`src/rtl/trigger_ctrl.sv`:
```
// Logic-analyzer capture controller feeding write_mem; optional edge-qualified trigger via `EDGE_TRIGGER_EN.
// Latency: probe is registered onto data in one cycle; state/write_enable update on each edge.
// Backpressure: none, one sample per clock; write_mem has no stall path.
`ifndef DATA_WIDTH
`define DATA_WIDTH 8
`endif
`ifndef ADDR_WIDTH
`define ADDR_WIDTH 4
`endif

module trigger_ctrl #(
    parameter int DATA_WIDTH     = `DATA_WIDTH,
    parameter int ADDR_WIDTH     = `ADDR_WIDTH,
    parameter int REQUIRE_PRIMED = 1
) (
    input  logic                  clk,
    input  logic                  reset,
    input  logic                  arm,
    input  logic                  abort,
    input  logic [DATA_WIDTH-1:0] probe,
    input  logic [DATA_WIDTH-1:0] trig_value,
    input  logic [DATA_WIDTH-1:0] trig_mask,
`ifdef EDGE_TRIGGER_EN
    input  logic [DATA_WIDTH-1:0] trig_edge,
`endif
    input  logic [ADDR_WIDTH-1:0] post_count,
    input  logic [ADDR_WIDTH-1:0] waddr,
    input  logic                  primed,
    output logic                  buf_clear,
    output logic                  write_enable,
    output logic [DATA_WIDTH-1:0] data,
    output logic                  armed,
    output logic                  triggered,
    output logic                  done,
    output logic [ADDR_WIDTH-1:0] trigger_addr
);

    typedef enum logic [2:0] {
        IDLE  = 3'd0,
        CLEAR = 3'd1,
        ARMED = 3'd2,
        POST  = 3'd3,
        DONE  = 3'd4
    } state_t;

    state_t                state, state_nxt;
    logic [ADDR_WIDTH-1:0] cnt, cnt_nxt;
    logic                  we_nxt;
    logic                  trig_nxt;
    logic                  trig_hit;
    logic                  level_ok;
    logic                  edge_ok;
    logic                  fire;

    assign level_ok = (((probe ^ trig_value) & trig_mask) == '0);

`ifdef EDGE_TRIGGER_EN
    logic                  first_armed;
    logic [DATA_WIDTH-1:0] edge_bits;

    // data still holds the previous sample, so probe^data marks a transition this cycle
    assign edge_bits = trig_edge & trig_mask;
    assign edge_ok   = ((edge_bits & ~(probe ^ data)) == '0) && (!first_armed || (edge_bits == '0));

    always_ff @(posedge clk or posedge reset) begin
        if (reset) begin
            first_armed <= 1'b0;
        end else begin
            first_armed <= (state == CLEAR);
        end
    end
`else
    assign edge_ok = 1'b1;
`endif

    assign fire = level_ok && edge_ok && ((REQUIRE_PRIMED == 0) || primed);

    always_comb begin
        state_nxt = state;
        cnt_nxt   = cnt;
        we_nxt    = 1'b0;
        trig_nxt  = triggered;
        trig_hit  = 1'b0;
        case (state)
            IDLE: begin
                if (arm) begin
                    state_nxt = CLEAR;
                end
            end
            CLEAR: begin
                state_nxt = ARMED;
            end
            ARMED: begin
                we_nxt = 1'b1;
                if (fire) begin
                    state_nxt = POST;
                    cnt_nxt   = post_count;
                    trig_nxt  = 1'b1;
                    trig_hit  = 1'b1;
                end
            end
            POST: begin
                if (cnt == '0) begin
                    state_nxt = DONE;
                end else begin
                    we_nxt  = 1'b1;
                    cnt_nxt = cnt - 1'b1;
                end
            end
            DONE: begin
                if (arm) begin
                    state_nxt = CLEAR;
                    trig_nxt  = 1'b0;
                end
            end
            default: begin
                state_nxt = IDLE;
            end
        endcase
        // abort overrides arm and trigger decided above
        if (abort) begin
            state_nxt = IDLE;
            cnt_nxt   = cnt;
            we_nxt    = 1'b0;
            trig_nxt  = 1'b0;
            trig_hit  = 1'b0;
        end
    end

    always_ff @(posedge clk or posedge reset) begin
        if (reset) begin
            state        <= IDLE;
            cnt          <= '0;
            write_enable <= 1'b0;
            data         <= '0;
            triggered    <= 1'b0;
            trigger_addr <= '0;
        end else begin
            state        <= state_nxt;
            cnt          <= cnt_nxt;
            write_enable <= we_nxt;
            data         <= probe;
            triggered    <= trig_nxt;
            // a write in flight this edge advances waddr before the trigger sample lands
            if (trig_hit) begin
                trigger_addr <= waddr + ADDR_WIDTH'(write_enable);
            end
        end
    end

    assign buf_clear = (state == CLEAR);
    assign armed     = (state == ARMED);
    assign done      = (state == DONE);

endmodule

```
`config.mk`:
```
export PLATFORM = sky130hd
export DESIGN_NAME = trigger_ctrl
export DESIGN_NICKNAME = d
export VERILOG_FILES = /design/src/rtl/trigger_ctrl.sv
export SDC_FILE = /design/constraint.sdc
export NUM_CORES = 1
export LEC_CHECK = 0
export ABC_AREA = 1
export BUFFER_PORTS_ARGS = -buffer_cell sky130_fd_sc_hd__buf_2
export CAP_MARGIN = 20
export CORE_MARGIN = 8
export CORE_UTILIZATION = 41
export CTS_CLUSTER_DIAMETER = 100
export DETAILED_ROUTE_END_ITERATION = 8
export GPL_TIMING_DRIVEN = 0
export HOLD_SLACK_MARGIN = 0.08
export PLACE_DENSITY = 0.74
export SYNTH_ARGS = -nofsm -noshare
export SYNTH_HDL_FRONTEND = slang
export SYNTH_SLANG_ARGS = --single-unit
```
`constraint.sdc`:
```
create_clock -name clk -period 1.1 [get_ports clk]
set_input_delay 0.275 -clock clk [delete_from_list [all_inputs] [get_ports clk]]
set_output_delay 0.275 -clock clk [all_outputs]
set_load 0.1 [all_outputs]
```
---- Word level (Yosys, flattened, before mapping) ----
Cells that the tools add are included.
word-level totals
  ROM bits ................................ 0
  bits in latches ......................... 0
  bits in writable memories ............... 0
  input port bits ......................... 37
  memories kept ........................... 0
  output and inout port bits .............. 17
  bits in registers ....................... 21
  logic and storage cells ................. 49
operators by class
  div/mod/pow operators ................... 0
  eq/ne operators ......................... 10
  add/subtract/negate cells ............... 2
  bitwise operators ....................... 3
  multipliers ............................. 0
  order comparisons ....................... 0
  reduce and logical (&&, ||, !) cells .... 10
  shift operators ......................... 0
  muxes and demuxes ....................... 18
operator list
  operator               count
  $mux W3                4
  $pmux W3 S4            1
  $and A8 B8 Y8          1
  $logic_not A8 Y1       1
  $mux W1                8
  $mux W4                2
  $pmux W4 S2            1
  $xor A8 B8 Y8          1
  $eq A3 B2 Y1 const B   2
  $ne A3 B3 Y1 const B   2
  $reduce_and A3 Y1      2
  $add A4 B1 Y4          1
  $logic_not A4 Y1       1
  $pmux W1 S2            2
  $reduce_and A4 Y1      1
  $sub A4 B1 Y4 const B  1
  $eq A3 B1 Y1 const B   1
  $eq A3 B3 Y1 const B   1
  $logic_not A3 Y1       1
  $ne A3 B1 Y1 const B   1
  $ne A3 B2 Y1 const B   1
  $reduce_bool A3 Y1     1
  $ne A2 B1 Y1 const B   1
  $ne A2 B2 Y1 const B   1
  4 further kinds        4

---- Logic depth before layout (Yosys ltp) ----
  word-level depth ........................ 7
  gate-level depth with buffers ........... 10
  depth with buffers taken out ............ 10

---- Worst setup path after synthesis ----
No wires, ideal clock.
  path kind ............................... register -> register
  start ................................... reg state[0]
  end ..................................... reg state[1]
  arrival ................................. 2901 ps
  cell stages (with the launch flop) ...... 5
  data required time ...................... 1016 ps
  clock period less this slack ............ 2985 ps
  setup time .............................. 84 ps
  path buffers ............................ 0
  path slack .............................. -1885 ps
  path through ............................ dfrtp_1 -> inv_1 -> nor3_1 -> o21ai_0 -> a21boi_0
on the way
  elaborated cells on any way between the ends .. 12
  classes of those cells .................. eq/ne: 7; mux: 2; reduce/logical: 3
RTL lines
  item                    line  text
  from (decl)             46    state_t state, state_nxt;
  from (signal assigned)  139   state <= state_nxt;
  $eq A3 B1 Y1            --
  named net buf_clear     29    output logic buf_clear,
  $pmux W3 S4             84    case (state)
  $mux W3                 121   if (abort) begin
The timed path passes the listed nets, and every way through them passes these cells.
A chain may end at the register's enable or synchronous reset.

---- Worst setup path in the final report ----
  start ................................... reg state[0]
  end ..................................... out done
on the way
  cells in the longest elaborated chain, start to end .. 1
ends and longest elaborated chain
  item          line  text
  $eq A3 B3 Y1  153   assign done = (state == DONE);
  to (decl)     34    output logic done,
No other way between the ends.

==> impl_metrics.csv <==
group,metric,value,unit
logic_synthesis,yosysMostFrequentCell,"nand2_1",
run_status,violations,"negative setup slack",
floorplanning,die-area,4870,um2
worst_hold_path,hold_depth,1,
clock_network,cts_root_buf,"clkbuf_4",
place,port_buffers,53,
power_and_ir_drop,combPwrFrac,62.9,%
drt,wl_per_cell,13.1,um
drt,first_iter_violations,46,
floorplanning,coreArea,2760,um2
place,dp.cells,235,
final_layout,syn2layout_area_growth,68.0,%
global_routing,antenna_found_initial,0,
floorplanning,dieHeight,69.8,um
clock_network,path_clk_slew,0.12,ns
logic_synthesis,avgSynthCellArea,7.86,um2
run,maxCapViolCount,0,
final_layout,fin_util,72.3,%
power_and_ir_drop,clkPwrFrac,9.3,%
logic_synthesis,ys_seq_area_share,44.3,%
floorplanning,start_util,43.1,%
logic_synthesis,synthArstFlopShare,100,%
worst_hold_path,worstHoldEndpoint,"data[5]",
timing,rsz0062_at_grt,"true",
global_routing,grt_util_all_layers,13.6,%
final_layout,drive_above_1_share,53.7,%
floorplanning,rows,19,
logic_synthesis,netlist_top_cells_area,"dfrtp_1 (44%), nand2_1 (16%), nand3_1 (5.9%)",
timing,fmax,0.637,GHz
timing,period_share,143,%
power_and_ir_drop,power.internal,2.10,mW
worst_setup_path,critPathMaxFanout,3,
worst_hold_path,hold_class,"in -> reg",
worst_setup_path,rrSetupSlack,-0.42,ns
logic_synthesis,synthCells,151,
logic_synthesis,synth.largest_area_cell,"dfrtp_1",
clock_network,clock_latency,0.31,ns
timing,tightest_slew,0.803,ns
drt,vias_per_cell,4.73,
logic_synthesis,ys_ff_latch,21,
worst_setup_path,critPathArrivalTime,1.30,ns
power_and_ir_drop,p_leak,1.04,nW
timing,finalClockSkew,0.00793,ns
final_layout,final_cell_count_no_fill,260,
final_layout,nets,270,
drt,drt-pass1-iter-count,4,
global_routing,grt_pass1_wl,5610,um
drt,drt_wl_total,3400,um
timing,hold_violations,0,
drt,dr_total_vias,1229,
power_and_ir_drop,swShare,47.4,%
logic_synthesis,syn-num-nets,191,
timing,maxSlewViolCount,0,
place,dp_hpwl,2270,um
logic_synthesis,synth_edf_count,0,
clock_network,htreeDepth,1,
clock_network,cts_buffers,3,
floorplanning,die_w,69.8,um
worst_setup_path,crit_path_end_kind,"primary output",
worst_setup_path,crit_start,"state[0]",
logic_synthesis,ys_warn_count,0,
final_layout,fillCellCount,225,
drt,postRouteAntennaNets,0,
clock_network,cts_tree,"yes",
timing,slew_headroom,46.4,%
run_status,status,"complete, but fails checks",
power_and_ir_drop,seqPwrFrac,27.8,%
timing,whs,0.0887,ns
worst_setup_path,r2r_start,"state[2]",
logic_synthesis,ys.flop_type,"dfrtp_1",
timing,min_period,1.57,ns
power_and_ir_drop,ir_drop,2.14,mV
logic_synthesis,synthTopCellsByCount,"nand2_1 (50), dfrtp_1 (21), inv_1 (17), nand3_1 (14), o21ai_0 (7)",
timing,setup_viol_count_final,30,
timing,setup_ws,-0.471,ns
final_layout,antenna_cells,0,
power_and_ir_drop,pwr_density_cell,2000,nW/um2
logic_synthesis,syn-cell-area,1190,um2
logic_synthesis,synth_cell_types,26,
logic_synthesis,synth_top_cell_area_share,44.3,%
power_and_ir_drop,power.switching,1.89,mW
worst_setup_path,start_kind,"register",
worst_setup_path,reg2regPathDepth,11,
timing,setup_tns,-6.77,ns
worst_setup_path,r2r_end,"cnt[1]",
worst_hold_path,min_from,"probe[5]",
worst_setup_path,path_class,"reg -> out",
global_routing,grt-ovfl-total,0,
worst_setup_path,worstPathRequired,0.82,ns
clock_network,clock_path_buffers,2,
drt,drc,0,
floorplanning,num_io_pins,54,
place,routabilityCongestion,0.767,
global_routing,grt_pass1_vias,1213,
clock_network,numClockSinks,21,
power_and_ir_drop,p_total,3.99,mW
global_routing,grt_max_degree,22,
==> registers in the layout (all words and copies together) (netlist names) <==
| signal | count |
|---|---|
| cnt | 4 |
| data | 8 |
| state | 3 |
| trigger_addr | 4 |
| triggered | 1 |
| write_enable | 1 |
==> layout by cell type (no fill, tap or decap), types with 2 or more instances in the layout <==
cell type,instances
nand3_2,3
buf_12,6
buf_6,16
dfrtp_1,7
nor2_1,5
inv_1,16
o21ai_1,2
nand4_1,4
or2_1,2
buf_2,36
buf_4,9
nand2_4,3
nand3_1,12
nor2_2,2
buf_8,3
inv_4,3
clkbuf_4,3
nor2_4,3
dfrtp_2,14
dlygate4sd3_1,4
nand2_2,11
ha_1,3
xnor2_1,2
o21ai_0,5
nand2_1,39
inv_2,3
==> final cells by class <==
cell class	count	area, um2	area share (%)
multi-input combinational	107	658	33.0
inverter	23	95.1	4.77
tap	31	38.8	1.94
timing repair buffer	74	633	31.7
clock buffer	4	26.3	1.32
sequential	21	543	27.2
==> metal layers <==
metal / global-route usage, % / vias to the layer above / wire length, um / part of all wire (%)
li1: - / 633 / - / -
met1: 15.4 / 558 / 1350 / 40
met2: 23.6 / 34 / 1840 / 54
met3: 5.01 / 4 / 171 / 5.0
met4: 3.35 / 0 / 38 / 1.1
met5: 0 / - / 0 / 0
==> power by group through the flow <==
| stage | Clock, mW | Sequential [mW] | Combinational, mW |
|---|---|---|---|
| 2_1_floorplan | 0 | 1.48 | 0.995 |
| 3_3_place_gp | 0 | 1.10 | 1.67 |
| 3_5_place_dp | 0 | 1.10 | 1.70 |
| 4_1_cts | 0.379 | 1.09 | 2.31 |
| 5_1_grt | 0.416 | 1.13 | 2.67 |
| 6_report | 0.370 | 1.11 | 2.51 |
==> through the flow <==
stage | area, um2 | setup WS, ns
2_1_floorplan | 1220 | -0.679
3_3_place_gp | 1530 | -0.407
3_5_place_dp | 1530 | -0.411
4_1_cts | 1850 | -0.470
5_1_grt | 1990 | -0.511
6_report | 1990 | -0.471
==> worst max path at each step <==
stage	endpoint	slack [ns]	cells past startpoint
after CTS	done	-0.47	3
after floorplan	cnt[2]	-0.68	10
after global routing	done	-0.51	3
final	done	-0.47	3
after detailed placement	done	-0.41	3
after global placement	done	-0.41	3
==> kinds of logic (layout without fill, tap and decap cells) <==
group | count (synthesis) | count (layout) | share of synthesized area (%)
AOI/OAI and AO/OA | 10 | 10 | 5.37
adders and majority gates | 3 | 3 | 3.16
and+or+nand+nor | 91 | 91 | 37.4
xor gates and xnor gates | 3 | 3 | 2.21
buffers and inverters | 23 | 101 | 7.59
DFF | 21 | 21 | 44.3
==> timing repair <==
action / in CTS / in global routing
hold buffers: 0 / 4
resized for setup: 59 / 24
endpoints found under the hold margin: 0 / 4
endpoints found under the setup margin: 30 / 30
buffers inserted: 13 / 5
pin swaps: 16 / 11
==> worst max-delay path, stage by stage, from the launching register on <==
cell and delay, ns:
dfrtp_1 0.42, or2_4 0.27, nor2_4 0.12, buf_12 0.18
Note: power is estimated with default switching activity, not from simulation.
